<file path="config.mk">
export PLATFORM = sky130hd
export DESIGN_NAME = packet_stage_sequencer
export DESIGN_NICKNAME = d
export VERILOG_FILES = /design/src/rtl/pkt_parser_pkg.sv /design/src/rtl/sat_beat_counter.sv /design/src/rtl/packet_stage_sequencer.sv
export SDC_FILE = /design/constraint.sdc
export NUM_CORES = 1
export LEC_CHECK = 0
export BUFFER_PORTS_ARGS = -buffer_cell sky130_fd_sc_hd__clkbuf_2
export CORE_ASPECT_RATIO = 1.2
export CORE_MARGIN = 5
export CORE_UTILIZATION = 35
export DETAILED_ROUTE_END_ITERATION = 16
export HOLD_SLACK_MARGIN = 0.15
export PLACE_DENSITY_LB_ADDON = 0.08
export SYNTH_ARGS = -nofsm -noshare
export SYNTH_HDL_FRONTEND = slang
export SYNTH_SLANG_ARGS = --single-unit
</file>
<file path="constraint.sdc">
create_clock -name clk -period 5.5 [get_ports clk]
set_input_delay 1.1 -clock clk [delete_from_list [all_inputs] [get_ports clk]]
set_output_delay 1.1 -clock clk [all_outputs]
set_load 0.03 [all_outputs]
</file>
<file path="src/rtl/pkt_parser_pkg.sv">
// pkt_parser_pkg: shared state encoding, stage-bit indices and default sizing
// for the packet parser front end.
package pkt_parser_pkg;
  typedef enum logic [1:0] {
    IDLE,
    HDR,
    PAYLOAD
  } seq_state_t;
  localparam int STG_HDR0 = 0;
  localparam int STG_HDR1 = 1;
  localparam int STG_HDR2 = 2;
  localparam int STG_COMMIT = 3;
  localparam int STG_STALL = 4;
  localparam int STAGE_W = 5;
  localparam int HEADER_BEATS = 3;
endpackage

</file>
<file path="src/rtl/sat_beat_counter.sv">
// sat_beat_counter: beat counter that loads 1 on a packet's first beat,
// increments on later beats and saturates at all-ones.
module sat_beat_counter #(
  parameter int W = 16
) (
  input  logic         clk,
  input  logic         rst,
  input  logic         load,
  input  logic         inc,
  output logic [W-1:0] cnt
);
  always_ff @(posedge clk or posedge rst)
    if (rst) cnt <= '0;
    else if (load) cnt <= W'(1);
    else if (inc && cnt != '1) cnt <= cnt + W'(1);
endmodule

</file>
<file path="src/rtl/packet_stage_sequencer.sv">
// packet_stage_sequencer: watches the ingress FIFO handshake and emits header
// stage strobes, metadata commit, stall, beat count and done/runt pulses.
// Optional runt_err port is built when PKT_SEQ_RUNT_EN is defined.
module packet_stage_sequencer #(
  parameter int HEADER_BEATS = pkt_parser_pkg::HEADER_BEATS,
  parameter int STAGE_W = pkt_parser_pkg::STAGE_W,
  parameter int BEAT_CNT_W = 16
) (
  input  logic                  clk,
  input  logic                  rst,
  input  logic                  s_tvalid,
  input  logic                  s_tready,
  input  logic                  s_tlast,
  output logic [STAGE_W-1:0]    stage_ready,
  output logic [BEAT_CNT_W-1:0] beat_cnt,
  output logic                  pkt_done
`ifdef PKT_SEQ_RUNT_EN
  ,
  output logic                  runt_err
`endif
);
  import pkt_parser_pkg::*;
  localparam logic [1:0] HDR_LAST = 2'(HEADER_BEATS - 1);
  seq_state_t state_q, state_d;
  logic [1:0] hdr_idx, idx_d;
  logic fire, last_hdr_beat, commit_q, done_q;
  logic [STAGE_W-1:0] strobes;
  assign fire = s_tvalid & s_tready;
  assign last_hdr_beat = (state_q == IDLE && HEADER_BEATS == 1) ||
                         (state_q == HDR && hdr_idx == HDR_LAST);
  always_ff @(posedge clk or posedge rst)
    if (rst) begin
      state_q  <= IDLE;
      hdr_idx  <= '0;
      commit_q <= 1'b0;
      done_q   <= 1'b0;
    end else begin
      state_q  <= state_d;
      hdr_idx  <= idx_d;
      commit_q <= fire & last_hdr_beat;
      done_q   <= fire & s_tlast;
    end
  always_comb begin
    state_d = state_q;
    idx_d   = hdr_idx;
    if (fire)
      unique case (state_q)
        IDLE: begin
          state_d = s_tlast ? IDLE : (HEADER_BEATS > 1 ? HDR : PAYLOAD);
          idx_d   = (!s_tlast && HEADER_BEATS > 1) ? 2'd1 : 2'd0;
        end
        HDR: begin
          state_d = s_tlast ? IDLE : (hdr_idx == HDR_LAST ? PAYLOAD : HDR);
          idx_d   = (s_tlast || hdr_idx == HDR_LAST) ? 2'd0 : hdr_idx + 2'd1;
        end
        PAYLOAD: state_d = s_tlast ? IDLE : PAYLOAD;
        default: begin
          state_d = IDLE;
          idx_d   = 2'd0;
        end
      endcase
  end
  // Header strobes are zero-latency so the parser samples the beat it is on;
  // everything is forced low while reset is held.
  always_comb begin
    strobes = '0;
    strobes[STG_HDR0] = fire && state_q == IDLE;
    for (int k = 1; k < 3; k++)
      if (k < HEADER_BEATS) strobes[k] = fire && state_q == HDR && hdr_idx == 2'(k);
    strobes[STG_COMMIT] = commit_q;
    strobes[STG_STALL]  = s_tvalid && !s_tready && state_q != IDLE;
    stage_ready = rst ? '0 : strobes;
  end
  assign pkt_done = done_q;
  sat_beat_counter #(.W(BEAT_CNT_W)) u_cnt (
    .clk (clk),
    .rst (rst),
    .load(fire && state_q == IDLE),
    .inc (fire && state_q != IDLE),
    .cnt (beat_cnt)
  );
`ifdef PKT_SEQ_RUNT_EN
  // A tlast before the final header beat is a runt; payload tlasts never are.
  always_ff @(posedge clk or posedge rst)
    if (rst) runt_err <= 1'b0;
    else runt_err <= fire & s_tlast & (state_q != PAYLOAD) & ~last_hdr_beat;
`endif
endmodule

</file>
==> impl_metrics.py <==
metrics = {
    "outcome": {
        "status": "completed",
    },
    "final_layout": {
        "n_antenna_cell": 0,
        "final_nets": 174,
        "final_cell_mix": "clkbuf_2, dfrtp_1, nand2_1, a31oi_1",
        "mostFrequentLayoutCell": "clkbuf_2",
        "area_delta_synth_final_pct": 16.11,
        "design_area_um2": 1470,
        "layout-drive-gt1-share": 0.2195,
    },
    "clock_tree": {
        "cts_resized": 0,
        "hold_buffers": 0,
        "clock_latency_ns": 0.26,
        "post_cts_buffers": 0,
        "cts_buffer_depth": 2,
        "clk_pin_slew_worst_paths_ns": 0.08,
        "clock_sinks": 22,
        "htreeDepth": 1,
        "cts_root_buf": "clkbuf_8",
        "cts_tree": "yes",
        "cts_buffers": 3,
    },
    "timing": {
        "tightestPinTransition_ns": 0.7290,
        "finalCriticalPeriod_ns": 3.191,
        "final.setup.tns_ns": 0,
        "finalHoldViolations": 0,
        "grt_setup_unrepaired": "no",
        "setup_viol": 0,
        "fin_skew_ns": 0.002234,
        "fmax_mhz": 313.4,
        "fin_crit_sh": 0.5802,
        "relSlewSlack": 0.5122,
        "finalMaxSlewViolations": 0,
    },
    "floorplan": {
        "die_area_um2": 4926,
        "num_rows": 24,
        "chipWidth_um": 64.91,
        "start_util": 0.3543,
        "ios": 27,
        "die_h_um": 75.89,
        "core-area_um2": 3573,
    },
    "drt": {
        "drc": 0,
        "viasPerCell": 5.897,
        "dr.pass1.iters": 4,
        "wirelength_um": 3250,
        "dr_total_vias": 1197,
        "detail_route.iter0.violations": 67,
        "wire_per_inst_um": 16.01,
        "ant_nets": 0,
    },
    "critical_path": {
        "reg2regPathDepth": 5,
        "crit_slowest_cell": "and3_1",
        "r2r-start": "u_cnt.cnt[1]",
        "cp_slowest_stage_delay_ns": 0.24,
        "startpoint": "s_tready",
        "cpMostUsedCell": "clkbuf_2",
        "cp.arrival_ns": 2.09,
        "r2r_end": "u_cnt.cnt[13]",
        "cp_num_cells": 6,
        "rrSetupSlack_ns": 3.36,
        "path_delay_family": "simple AND/OR/NAND/NOR gates",
        "cp.required_ns": 4.40,
        "endpoint": "stage_ready[2]",
        "startpoint_type": "input pin",
        "crit_path_end_kind": "output pin",
        "crit_chain": "clkbuf_2 -> and2_1 -> and3_1 -> nand2_1 -> nor2_1 -> clkbuf_2",
        "cp_max_fo": 6,
        "worst-path-buf-inv": 2,
        "worstSetupPathType": "input pin to output pin",
    },
    "synthesis": {
        "synth_top_family_by_area": "simple AND/OR/NAND/NOR gates",
        "ys_seq_elements": 22,
        "synth_simple_gate_area_frac": 0.2381,
        "synthesis.nets": 147,
        "synth_area_um2": 1266,
        "ys.flop_type": "dfrtp_1",
        "synthAdderAreaFrac": 0.02964,
        "seq_area_frac_synth": 0.4348,
        "synth-xor-area-share": 0,
        "synth_compound_area_frac": 0.2362,
        "async_flop_share": 1.000,
        "synth_warnings": 0,
        "yosys.cell_types.count": 43,
        "synth.avg_cell_area_um2": 9.109,
        "synth.area.mux_share": 0.01581,
        "synth_edf_count": 0,
        "syn_inst": 139,
    },
    "job": {
        "drv_cap": 0,
    },
    "place": {
        "dpl.hpwl_um": 2381,
        "place_congestion": 0.7682,
        "postPlaceCellArea_um2": 1429,
        "portBuffers": 26,
    },
    "grt": {
        "grt_overflow": 0,
        "grt_max_degree": 24,
        "grt_pass1_wl_um": 5664,
        "top_usage_layer": "met2",
        "grt.met1_usage": 0.1817,
        "first_global_vias": 1174,
        "grt_use_met3": 0.03245,
        "grtUsageTotal": 0.1490,
        "antenna_found_initial": 0,
        "grt_use_met2": 0.2568,
    },
    "worst_hold_path": {
        "hold_class": "flip-flop to flip-flop",
    },
    "power": {
        "p_leak_nw": 0.6710,
        "ir_drop_mv": 0.1553,
        "powerDensity_nw_per_um2": 298.5,
    },
}
[flip-flops by register name, indices dropped and copies added (netlist names)]
register,flops
hdr_idx,2
commit_q,1
u_cnt.cnt,16
pkt_done,1
state_q,2
[metrics by stage]
stage | power, mW | hold WS (ns) | setup slack, ns | std cells | utilization
after floorplan | 0.2987 | 0.5000 | 2.231 | 139 | -
after global placement | 0.3395 | 0.5327 | 2.343 | 200 | 0.3999
after detailed placement | 0.3412 | 0.5330 | 2.292 | 200 | 0.3999
after CTS | 0.4437 | 0.5522 | 2.288 | 203 | 0.4114
after global routing | 0.4697 | 0.5880 | 2.171 | 203 | 0.4114
final | 0.4389 | 0.5541 | 2.309 | 203 | 0.4114
[cell usage after synthesis, drive strengths merged (2+ instances only)]
library cell  instances  area share
dfrtp                22        0.43
a31oi                10       0.049
nand2                10       0.030
inv                   9       0.027
nor3                  9       0.040
o21ai                 8       0.032
nor2                  7       0.021
a21oi                 6       0.027
nand3                 5       0.020
nand4                 5       0.030
and3                  4       0.020
nor4                  4       0.025
a21o                  3       0.018
a2bb2oi               3       0.021
clkbuf                3      0.0089
ha                    3       0.030
o21a                  3       0.018
or3                   3       0.015
a21boi                2       0.012
a22o                  2       0.014
buf                   2      0.0099
mux2i                 2       0.016
or2                   2      0.0099
[cell families after synthesis]
logic type               after synthesis
buffers and inverters                 14
flip-flops                            22
multiplexers                           2
AO/OA/AOI/OAI                         44
adder cells (fa/ha/maj)                3
AND/OR/NAND/NOR                       54
[worst register-to-register path, delay by kind of cell (launching register included)]
kind	cells	cell delay [ns]
compound gates	2	0.30
fa+ha+maj	1	0.22
flops	1	0.43
simple gates	2	1.06
[cell type report]
class                   instances  area (um2)
clock buffers                   3       41.29
fillers                       361        2103
inverters                       9       33.78
multi-input cells             103       658.1
flip-flops and latches         22       550.5
well taps                      39       48.80
repair buffers                 27       137.6
[power by group]
part | switching [mW] | leakage, nW | internal (mW)
clock | 0.0534 | 0.0216 | 0.0490
combinational | 0.0825 | 0.352 | 0.0403
sequential | 0.0317 | 0.297 | 0.182
total | 0.168 | 0.671 | 0.271
[worst min-delay path by stage]
stage                         endpoint    startpoint  depth (start not counted)
final                     u_cnt.cnt[6]  u_cnt.cnt[6]                          1
after global routing      u_cnt.cnt[6]  u_cnt.cnt[6]                          1
after CTS                 u_cnt.cnt[6]  u_cnt.cnt[6]                          1
after detailed placement    hdr_idx[1]    hdr_idx[1]                          1
after global placement      hdr_idx[1]    hdr_idx[1]                          1
after floorplan             hdr_idx[1]    hdr_idx[1]                          1
[per-layer routing]
layer | up-vias | part of all wire
met5 | - | 0
met4 | 0 | 0.014
met3 | 7 | 0.060
met2 | 37 | 0.50
met1 | 577 | 0.43
li1 | 576 | -
Note: power is estimated with default switching activity, not from simulation.
